[src/rtl/fetch_stage.sv]
// Instruction-fetch stage: PC register, instruction-memory request, next-PC
// selection, a one-entry pending-redirect buffer and the fetch/decode latch.

package fetch_stage_pkg;

    typedef enum logic [1:0] {
        PIPE_ENABLE = 2'd0,
        PIPE_STALL  = 2'd1,
        PIPE_NOP    = 2'd2
    } pipe_state_t;

    typedef enum logic {
        RUN    = 1'b0,
        HALTED = 1'b1
    } fetch_state_t;

endpackage

module fetch_stage
    import fetch_stage_pkg::*;
#(
    parameter logic [31:0] PC_INIT = 32'h0000_0000
) (
    input  logic         CLK,
    input  logic         RST,
    input  logic         ihit,
    input  logic [31:0]  imemload,
    output logic         imemREN,
    output logic [31:0]  imemaddr,
    input  logic         pc_wen,
    input  logic [1:0]   pcsrc,
    input  logic [31:0]  br_target,
    input  logic [31:0]  jr_target,
    input  logic [31:0]  j_target,
    input  pipe_state_t  fd_state,
    input  logic         halt,
    output logic [31:0]  fd_instr,
    output logic [31:0]  fd_pcplus4,
    output logic         fd_valid,
    output logic         redirect_pending,
    output fetch_state_t fsm_state
);

    // Instruction memory handshake: imemREN is the request and stays high for
    // as long as the stage runs; ihit marks imemload as valid in that cycle.
    // There is no back-pressure, so a word without ihit simply becomes a bubble.

    fetch_state_t state_q, state_d;

    logic [31:0] pc_q, pc_d;
    logic        pend_valid_q, pend_valid_d;
    logic [31:0] pend_target_q, pend_target_d;
    logic [31:0] fd_instr_q, fd_instr_d;
    logic [31:0] fd_pcplus4_q, fd_pcplus4_d;
    logic        fd_valid_q, fd_valid_d;

    logic [31:0] pcplus4;
    logic        redirect_req;
    logic [31:0] redirect_target;
    logic        take_pending;

    assign pcplus4      = pc_q + 32'd4;
    assign redirect_req = (pcsrc != 2'd0);

    always_comb begin
        redirect_target = pcplus4;
        case (pcsrc)
            2'd1:    redirect_target = br_target;
            2'd2:    redirect_target = jr_target;
            2'd3:    redirect_target = j_target;
            default: redirect_target = pcplus4;
        endcase
    end

    // A stored redirect is only consumed when no fresher redirect competes.
    assign take_pending = (state_q == RUN) && !halt && pc_wen
                          && !redirect_req && pend_valid_q;

    always_comb begin
        state_d       = state_q;
        pc_d          = pc_q;
        pend_valid_d  = pend_valid_q;
        pend_target_d = pend_target_q;
        fd_instr_d    = fd_instr_q;
        fd_pcplus4_d  = fd_pcplus4_q;
        fd_valid_d    = fd_valid_q;

        case (state_q)
            RUN: begin
                if (halt) begin
                    state_d = HALTED;
                end else begin
                    if (pc_wen && redirect_req) begin
                        pc_d         = redirect_target;
                        pend_valid_d = 1'b0;
                    end else if (take_pending) begin
                        pc_d         = pend_target_q;
                        pend_valid_d = 1'b0;
                    end else if (pc_wen) begin
                        pc_d = pcplus4;
                    end else if (redirect_req) begin
                        pend_valid_d  = 1'b1;
                        pend_target_d = redirect_target;
                    end

                    // The word fetched at the old PC is wrong-path once the
                    // pending target is applied.
                    if (take_pending) begin
                        fd_instr_d   = 32'd0;
                        fd_pcplus4_d = 32'd0;
                        fd_valid_d   = 1'b0;
                    end else begin
                        case (fd_state)
                            PIPE_ENABLE: begin
                                if (ihit) begin
                                    fd_instr_d   = imemload;
                                    fd_pcplus4_d = pcplus4;
                                    fd_valid_d   = 1'b1;
                                end else begin
                                    fd_instr_d   = 32'd0;
                                    fd_pcplus4_d = 32'd0;
                                    fd_valid_d   = 1'b0;
                                end
                            end
                            PIPE_STALL: begin
                                fd_instr_d   = fd_instr_q;
                                fd_pcplus4_d = fd_pcplus4_q;
                                fd_valid_d   = fd_valid_q;
                            end
                            default: begin
                                fd_instr_d   = 32'd0;
                                fd_pcplus4_d = 32'd0;
                                fd_valid_d   = 1'b0;
                            end
                        endcase
                    end
                end
            end
            HALTED: begin
                state_d = HALTED;
            end
            default: begin
                state_d = HALTED;
            end
        endcase
    end

    always_ff @(posedge CLK) begin
        if (RST) begin
            state_q       <= RUN;
            pc_q          <= PC_INIT;
            pend_valid_q  <= 1'b0;
            pend_target_q <= 32'd0;
            fd_instr_q    <= 32'd0;
            fd_pcplus4_q  <= 32'd0;
            fd_valid_q    <= 1'b0;
        end else begin
            state_q       <= state_d;
            pc_q          <= pc_d;
            pend_valid_q  <= pend_valid_d;
            pend_target_q <= pend_target_d;
            fd_instr_q    <= fd_instr_d;
            fd_pcplus4_q  <= fd_pcplus4_d;
            fd_valid_q    <= fd_valid_d;
        end
    end

    assign imemREN          = (state_q == RUN);
    assign imemaddr         = pc_q;
    assign fd_instr         = fd_instr_q;
    assign fd_pcplus4       = fd_pcplus4_q;
    assign fd_valid         = fd_valid_q;
    assign redirect_pending = pend_valid_q;
    assign fsm_state        = state_q;

endmodule

[config.mk]
export PLATFORM = sky130hd
export DESIGN_NAME = fetch_stage
export DESIGN_NICKNAME = d
export VERILOG_FILES = /design/src/rtl/fetch_stage.sv
export SDC_FILE = /design/constraint.sdc
export NUM_CORES = 1
export LEC_CHECK = 0
export BUFFER_PORTS_ARGS = -buffer_cell sky130_fd_sc_hd__buf_2
export CORE_UTILIZATION = 30
export DETAILED_ROUTE_END_ITERATION = 7
export GPL_ROUTABILITY_DRIVEN = 0
export GPL_TIMING_DRIVEN = 0
export PLACE_DENSITY = 0.64
export SLEW_MARGIN = 10
export SYNTH_ARGS = -nofsm -noshare
export SYNTH_HDL_FRONTEND = slang
export SYNTH_SLANG_ARGS = --single-unit
[constraint.sdc]
create_clock -name CLK -period 5.5 [get_ports CLK]
set_input_delay 1.1 -clock CLK [delete_from_list [all_inputs] [get_ports CLK]]
set_output_delay 1.1 -clock CLK [all_outputs]
set_load 0.005 [all_outputs]
# == Word level (Yosys, flattened, before mapping) ==
# Index checks and enable logic that the tools add are counted.
# totals
romBits,0
ram_bits,0
mem_count,0
ff_bits,131
latch_bits,0
output_inout_bits,100
# op_classes
div_mod_pow,0
n_bitwise,5
mul,0
n_addsub,1
eq_ne,6
reduce_logical,15
order_cmp,0
shift,0
muxes,19
# op_table
op,count
32-bit two-way mux,7
32-bit one-hot mux with 2 select lines,2
32-bit one-hot mux with 3 select lines,1
32-bit by 3-bit adder with 32-bit output (second input constant),1
1-bit two-way mux,7
3-bit AND reduction,2
6-bit AND reduction,1
3-bit nonzero test,2
1-bit logical AND,5
1-bit inverter,5
2-bit by 1-bit equality test with 1-bit output (second input constant),2
2-bit equality test (second input constant),2
1-bit one-hot mux with 2 select lines,2
4-bit AND reduction,1
3-bit by 1-bit != test with 1-bit output (second input constant),1
1-bit logical NOT,2
2-bit logical NOT,1
2-bit != test (second input constant),1
2-bit nonzero test,1

# == Depth between registers and ports, before layout ==
# Gate-level depths: netlist (run 1).
# logic_depth
depth_word,7
mapped_depth,9
ltp_nobuf,7

# == Worst setup path before layout (run 1) ==
# OpenSTA, ideal clock, no wires.
# synth_path
kind,input to register
from,input pcsrc[0]
to,register pc_q[27] (netlist: imemaddr[27])
arrival_time_ns,2.551
slack_ns,2.817
required_ns,5.368
path_stages,8
path_cell_list,buf_2 buf_2 buf_2 mux2_2 a22oi_1 nand3_1 a21oi_1 nor3_1
# synth_via
elab_chain_cells,6
elab_cells_between_ends,13
classes_between,3 x eq/ne; 3 x mux; 7 x reduce/logical
# synth_lines
item,line,rtl
from (decl),31,"input logic [1:0] pcsrc,"
2-bit nonzero test,63,assign redirect_req = (pcsrc != 2'd0);
1-bit logical NOT,77,&& !redirect_req && pend_valid_q;
1-bit logical AND (2 in a row),77,
3-bit nonzero test (no source line) or 32-bit two-way mux (tied branches),n/a,
3-bit AND reduction (no source line) or 32-bit two-way mux (tied branches),n/a,
to (signal assigned),159,pc_q <= pc_d;
to (decl),50,"logic [31:0] pc_q, pc_d;"
# Several ways; a longest one is shown, not always the timed one.
# A chain may end at the register's enable or synchronous reset.

# == Worst setup path after layout (run 1) ==
# layout_path
from,input pcsrc[1]
to,register pc_q[4] (netlist: imemaddr[4])
# The elaborated chain is that of the path after synthesis.

==> results of run 1 <==
==> layer usage <==
layer | global-route usage (%) | part of all wire [%] | wire, um
met1 | 28.2 | 44 | 10500
met2 | 35.6 | 47 | 11100
met3 | 5.44 | 6.8 | 1620
met4 | 6.82 | 1.8 | 420
met5 | 0 | 0 | 0
==> logic make-up (layout without fill, tap and decap cells) <==
group / Yosys count / after routing / synth area share [%]
AOI/OAI and AO/OA: 218 / 218 / 24.0
buffers and inverters: 64 / 329 / 4.22
adders and majority gates: 1 / 1 / 0.200
DFF: 131 / 131 / 41.9
other: 0 / 2 / 0
xor gates and xnor gates: 28 / 28 / 3.92
and+or+nand+nor: 273 / 273 / 20.2
muxes: 32 / 32 / 5.66
==> registers in the layout, summed over array words and instances, names as in the netlist <==
| name | flops |
|---|---|
| imemaddr | 32 |
| fd_pcplus4 | 32 |
| redirect_pending | 1 |
| fd_instr | 32 |
| fd_valid | 1 |
| pend_target_q | 32 |
| fsm_state | 1 |
==> power breakdown <==
| group | total, mW | internal [mW] | switching, mW |
|---|---|---|---|
| Sequential | 1.02 | 0.983 | 0.0335 |
| Clock | 1.31 | 0.874 | 0.438 |
| Combinational | 0.312 | 0.131 | 0.181 |
| Total | 2.64 | 1.99 | 0.653 |
==> layout make-up <==
type	instances	area, sq um
Sequential cell	131	2620
Tap cell	270	338
Multi-Input combinational cell	552	3370
Timing Repair Buffer	234	1170
Clock buffer	19	453
Fill cell	2072	11900
Buffer	58	241
Antenna cell	2	5.00
Inverter	6	22.5
Clock inverter	12	228
==> layout by cell type (no fill, tap or decap), types with 6 or more instances in the layout <==
master and instances:
a211oi_1 26, a21oi_1 39, a221oi_1 7, a22o_1 8, a22oi_1 65, a311oi_1 8, and2_1 6, and4_1 7
buf_2 247, bufinv_16 6, clkbuf_1 40, clkbuf_16 17, dfxtp_1 131, inv_1 6, mux2_2 26, nand2_1 61
nand3_1 12, nor2_1 134, nor3_1 24, o21ai_0 20, o21ai_1 14, o21bai_1 6, xnor2_1 18, xor2_1 10
==> worst reg2reg max path, stage by stage (launching register included) <==
cell      delay, ns
dfxtp_1        0.45
nor3b_2        0.54
a21oi_1        0.17
and4b_1        0.21
clkbuf_1       0.23
clkbuf_1       0.32
a22oi_1        0.28
nor2_1         0.05
==> per-stage QoR <==
step           hold WS [ns]  std cells  utilization, %  worst slack (ns)  total power [mW]
2_1_floorplan         0.437        747               -              2.82              1.20
3_3_place_gp          0.431       1251            38.1              2.08              1.34
4_1_cts               0.448       1282            41.5              2.56              2.65
3_5_place_dp          0.440       1251            38.1              2.13              1.35
5_1_grt               0.468       1282            41.5              2.42              2.72
6_report              0.443       1284            41.5              2.57              2.64
==> worst max-delay path by stage <==
stage / start / slack, ns / end
global placement: pcsrc[1] / 2.08 / imemaddr[4]
floorplan: pcsrc[0] / 2.82 / imemaddr[27]
detailed placement: pcsrc[1] / 2.13 / imemaddr[4]
CTS: pcsrc[1] / 2.56 / imemaddr[4]
global route: pcsrc[1] / 2.42 / imemaddr[4]
finish: pcsrc[1] / 2.57 / imemaddr[4]
==> summary.md, run 1 <==
| Metric | Value |
|---|---|
| Worst vdd ir | 0.229 mV |
| Syn_nets | 885 |
| Count leader, synth | nor2_1 |
| # rows | 52 |
| CTS sink cnt | 131 |
| Vias per Instance | 5.17 |
| Final Cycle Share | 53.2% |
| First-pass GRT wire length | 35500 um |
| Worst slew pin tran | 0.794 ns |
| Minimum clock period | 2.93 ns |
| Final WL | 23600 um |
| Synthesized cell area | 0.00626 sq mm |
| Post_cts resized | 0 |
| Worst path depth | 9 |
| Clk_lat worst skew | 0.42 ns |
| Worst-path clk slew | 0.06 ns |
| PortBufs | 234 |
| Hold path depth | 2 |
| Synth unique cells | 54 |
| DRC viols | 0 |
| Setup CP Type | input port to flip-flop |
| Largest net degree at the start of global routing | 17 |
| Clock buffer depth | 2 |
| CTS tree | yes |
| DRT antenna net count | 0 |
| Fraction of registers with async set/reset | 0% |
| Area contributors post-synth | dfxtp_1 (42%), nor2_1 (8.0%), a22oi_1 (7.8%) |
| Largest delay contributor family on the critical path | buffers and inverters |
| Design area | 0.00845 sq mm |
| Yosys top cell by area | dfxtp_1 |
| Post-DP HPWL | 17900 um |
| Hold Path Class | flip-flop to flip-flop |
| CTS Hold Buffers Added | 0 |
| Placed inst area | 0.00777 sq mm |
| Worst slew margin | 47.1% |
| Hold Crit Endpoint | fd_pcplus4[26] |
| Crit end category | flip-flop |
| Reg2reg end | fd_instr[14] |
| Pwr dens | 312 mW/mm^2 |
| Leak Pwr | 3.59 nW |
| Initial antenna violation count | 2 |
| I/O pins | 237 |
| Die Y | 146 um |
| Num CTS Buffers | 17 |
| Synth warnings | 0 |
| Max Slew Vio Count | 0 |
| First-pass DRT Iterations | 5 |
| Iteration-0 DRC Markers | 593 |
| Worst Path Arrival | 3.22 ns |
| Syn avg cell area | 8.38 sq um |
| Fmax | 341 MHz |
| Setup violations, final | 0 |
| Post-synthesis sequential area ratio | 41.9% |
| Crit path launch type | input port |
| Vias | 6641 |
| Worst Skew | 0.00769 ns |
| Initial core utilization | 30.7% |
| Area Growth Syn to Fin | 35.1% |
| Fin nets | 1138 |
| Synth top cells by count | nor2_1 (134), dfxtp_1 (131), a22oi_1 (65) |
| Outcome | complete, no violations |
| Area of the core | 0.0204 sq mm |
| EDFF count, synth | 0 |
| Gr usage total | 21.8% |
| Die width | 146 um |
| Die area | 0.0214 sq mm |
| Vias in the first global route | 6198 |
| Wire per inst | 18.4 um |
| Post-Syn Instances | 747 |
| RSZ-0062 raised after global routing | false |
| Crit path buffers/inverters | 4 |
| Final hold vios | 0 |
| R2r worst-path depth | 7 |
| Crit path largest cell delay | 0.61 ns |
| Top cell type's share of synthesized area | 41.9% |
| Worst EP required | 5.79 ns |
| Post-CTS Setup Bufs | 0 |
| Root buf cell | clkbuf_16 |
| Critical path cell sequence | buf_2 -> buf_2 -> buf_1 -> clkbuf_1 -> nand2_1 -> o21ai_0 -> o21ai_0 -> o22ai_1 -> nor2_1 |
| Setup TNS | 0 ns |
| Worst hold start | fd_pcplus4[26] |
| Max Fanout on Critical Path | 10 |
| H-tree lvl count | 4 |
| Register bit total from synthesis | 131 |
| Total overflow reported by the global router | 0 |
| Max-cap check violation count | 0 |
| Reg-to-Reg Start | redirect_pending |
| Slowest CP cell | clkbuf_1 |
| Layout cell share with drive strength beyond 1 | 31.3% |
| Synth Flop Type | dfxtp_1 |
| Reg-to-reg setup timing slack | 3.10 ns |
(Power assumes the default switching activity.)
==> run 2, diff against run 1 <==
- ABC_AREA: not set -> 1
- clock period: 5.5 -> 2.8 ns (I/O delays scaled with it)
==> run 2 against run 1 <==
- first-iteration DRC count down 34%
- register-to-register slack worse by 2.3 ns
- non-clock buffer count unchanged
- die area up 4.4%
- synthesized area up 4.4%
- sequential power up 96%
- sequential cell count unchanged
- largest power group unchanged
==> summary.md, run 2 <==
| Metric | Value |
|---|---|
| Gr usage total | 21.1% (-0.74 points) |
| Leak Pwr | 3.96 nW (+10%) |
| Area contributors post-synth | dfxtp_1 (40%), nand2_1 (20%), a21oi_1 (9.0%) |
| Layout cell share with drive strength beyond 1 | 22.7% (-8.6 points) |
| Area of the core | 0.0212 sq mm (+4.2%) |
| Largest net degree at the start of global routing | 17 (unchanged) |
| Pwr dens | 550 mW/mm^2 (+76%) |
| Setup WS pre-CTS | 0.474 ns (-1.65 ns) |
| Total overflow reported by the global router | 0 (unchanged) |
| Worst Path Arrival | 2.28 ns (-0.94 ns) |
| Top cell type's share of synthesized area | 40.1% (-1.8 points) |
| Max-cap check violation count | 0 (unchanged) |
| Worst EP required | 3.09 ns (-2.70 ns) |
| Syn avg cell area | 6.38 sq um (-24%) |
| CTS Hold Buffers Added | 0 (unchanged) |
| Worst Skew | 0.00652 ns (-0.00117 ns) |
| EDFF count, synth | 0 (unchanged) |
| Synthesized cell area | 0.00654 sq mm (+4.4%) |
| Setup TNS | 0 ns (unchanged) |
| Outcome | complete, no violations |
| R2r worst-path depth | 9 (+2) |
| Synth warnings | 0 (unchanged) |
| Die Y | 150 um (+2.2%) |
| Worst slew margin | 58.1% (+11 points) |
| DRC viols | 0 (unchanged) |
| Fmax | 503 MHz |
| PortBufs | 235 (+0.43%) |
| Crit path launch type | flip-flop |
| Clk_lat worst skew | 0.43 ns (about the same) |
| Hold Crit Endpoint | fd_instr[0] |
| Clock buffer depth | 2 (unchanged) |
| Fillers | 2314 (+12%) |
| Final WL | 23300 um (-1.6%) |
| RSZ-0062 raised after global routing | false |
| Vias per Instance | 4.66 (-9.8%) |
| Diodes inserted | 0 (-2) |
| Initial core utilization | 30.8% (+0.064 points) |
| Iteration-0 DRC Markers | 394 (-34%) |
| Post-CTS Setup Bufs | 0 (unchanged) |
| Worst hold start | imemload[0] |
| Hold path depth | 3 (+1) |
| First-pass DRT Iterations | 5 (unchanged) |
| CTS sink cnt | 131 (unchanged) |
| Synth Flop Type | dfxtp_1 |
| Die area | 0.0224 sq mm (+4.4%) |
| Register bit total from synthesis | 131 (unchanged) |
| Num CTS Buffers | 17 (unchanged) |
| Post-DP HPWL | 18800 um (+5.0%) |
| Worst Slack Setup Final | 0.810 ns (-1.76 ns) |
| Final hold vios | 0 (unchanged) |
| Post-Syn Instances | 1024 (+37%) |
| H-tree lvl count | 4 (unchanged) |
| Pwr Total | 4.74 mW (+80%) |
| Hold Path Class | input port to flip-flop |
| Root buf cell | clkbuf_16 |
| CP Launch Point | fsm_state |
| Max Fanout on Critical Path | 10 (unchanged) |
| Worst-path clk slew | 0.06 ns (about the same) |
| Fraction of registers with async set/reset | 0% (unchanged) |
| Reg-to-Reg Start | fsm_state |
| Synth top cells by count | nand2_1 (347), nor2_1 (140), dfxtp_1 (131) |
| DRT antenna net count | 0 (unchanged) |
| Commonest non-fill, non-tap cells in the layout | nand2_1 (347), buf_2 (251), nor2_1 (140) |
| Worst slew pin tran | 0.629 ns (-0.165 ns) |
| Post_cts resized | 0 (unchanged) |
| CTS tree | yes |
| Synth unique cells | 27 (-50%) |
| # rows | 53 (+1.9%) |
| Minimum clock period | 1.99 ns |
| First-pass GRT wire length | 35900 um (+1.0%) |
| Most common cell after layout, fill and taps aside | nand2_1 |
| Vias | 7305 (+10%) |
| Setup violations, final | 0 (unchanged) |
| Crit end category | flip-flop |
| I/O pins | 237 (unchanged) |
| Syn_nets | 1162 (+31%) |
| Post-synthesis sequential area ratio | 40.1% (-1.8 points) |
| Setup CP Type | flip-flop to flip-flop |
| Die width | 150 um (+2.2%) |
| Reg-to-reg setup timing slack | 0.81 ns (-2.29 ns) |
| Fin nets | 1416 (+24%) |
| Initial antenna violation count | 0 (-2) |
| Wire per inst | 14.8 um (-19%) |
| Count leader, synth | nand2_1 |
| Reg2reg end | fd_pcplus4[9] |
| Vias in the first global route | 6827 (+10%) |
| Max Slew Vio Count | 0 (unchanged) |
| Worst vdd ir | 0.406 mV (+77%) |
| Final Cycle Share | 71.1% |
| Area Growth Syn to Fin | 32.0% |
| Yosys top cell by area | dfxtp_1 |
run 2: cell types whose count changed after synthesis, sizes merged, moves of 27 or more:
cell   previous run  this run
nand2            61       348
a21oi            39       118
a22oi            65         0
inv               6        59
o21ai            34        76
nand3            12        51
mux2             27         0
run 2: final cells by class:
class                   count  area (sq um)  area share (%)
multi-input cells         777          3420            39.6
flip-flops and latches    131          2620            30.4
repair buffers            235          1180            13.6
clock buffers              23           468            5.42
well taps                 275           344            3.99
plain buffers              57           275            3.19
inverters                  59           221            2.57
clock inverters             9           105            1.22
run 2: kinds of logic after synthesis:
| kind of cell | after synthesis | synth area share, % |
|---|---|---|
| AND/OR/NAND/NOR | 549 | 33.3 |
| AO/OA/AOI/OAI | 218 | 17.6 |
| flip-flops | 131 | 40.1 |
| buffers and inverters | 116 | 7.60 |
| XOR/XNOR | 9 | 1.21 |
| adder cells (fa/ha/maj) | 1 | 0.191 |
run 2: critical path, cell delays in order (launching register included):
cell and delay, ns:
dfxtp_1 0.34, nor2_4 0.24, nand2_2 0.14, nor3_4 0.38
nor2_1 0.10, nand2_1 0.14, inv_2 0.12, buf_2 0.21
nand2_1 0.10, a21oi_1 0.08
run 2: worst max path at each step:
stage | endpoint | slack [ns] | cells after the start
final | fd_pcplus4[9] | 0.81 | 9
after global routing | fd_pcplus4[9] | 0.60 | 9
after floorplan | fd_instr[22] | 1.10 | 10
after detailed placement | fd_pcplus4[9] | 0.47 | 10
after global placement | fd_instr[27] | 0.50 | 10
after CTS | fd_pcplus4[9] | 0.77 | 9
run 2: layer usage:
layer  wire [um]  up-vias  track usage [%]
li1            -     3820                -
met3        1480       34             3.93
met1       10800     3179             26.9
met4         439        0             7.30
met5           0        -                0
met2       10600      272             35.3
run 2: metrics by stage:
| stage | cells | util (%) | hold WS, ns | cell area (sq um) |
|---|---|---|---|---|
| 6_report | 1566 | 40.7 | 0.383 | 8630 |
| 5_1_grt | 1566 | 40.7 | 0.387 | 8630 |
| 4_1_cts | 1566 | 40.7 | 0.375 | 8630 |
| 3_5_place_dp | 1534 | 38.0 | 0.448 | 8060 |
| 3_3_place_gp | 1534 | 38.0 | 0.445 | 8060 |
| 2_1_floorplan | 1024 | - | 0.436 | 6540 |
run 2: where the power goes:
part           switching [mW]  internal (mW)  leakage, nW
Clock                   0.811           1.35        0.269
Combinational           0.355          0.223         2.62
Sequential             0.0687           1.93         1.07
Total                    1.23           3.51         3.96
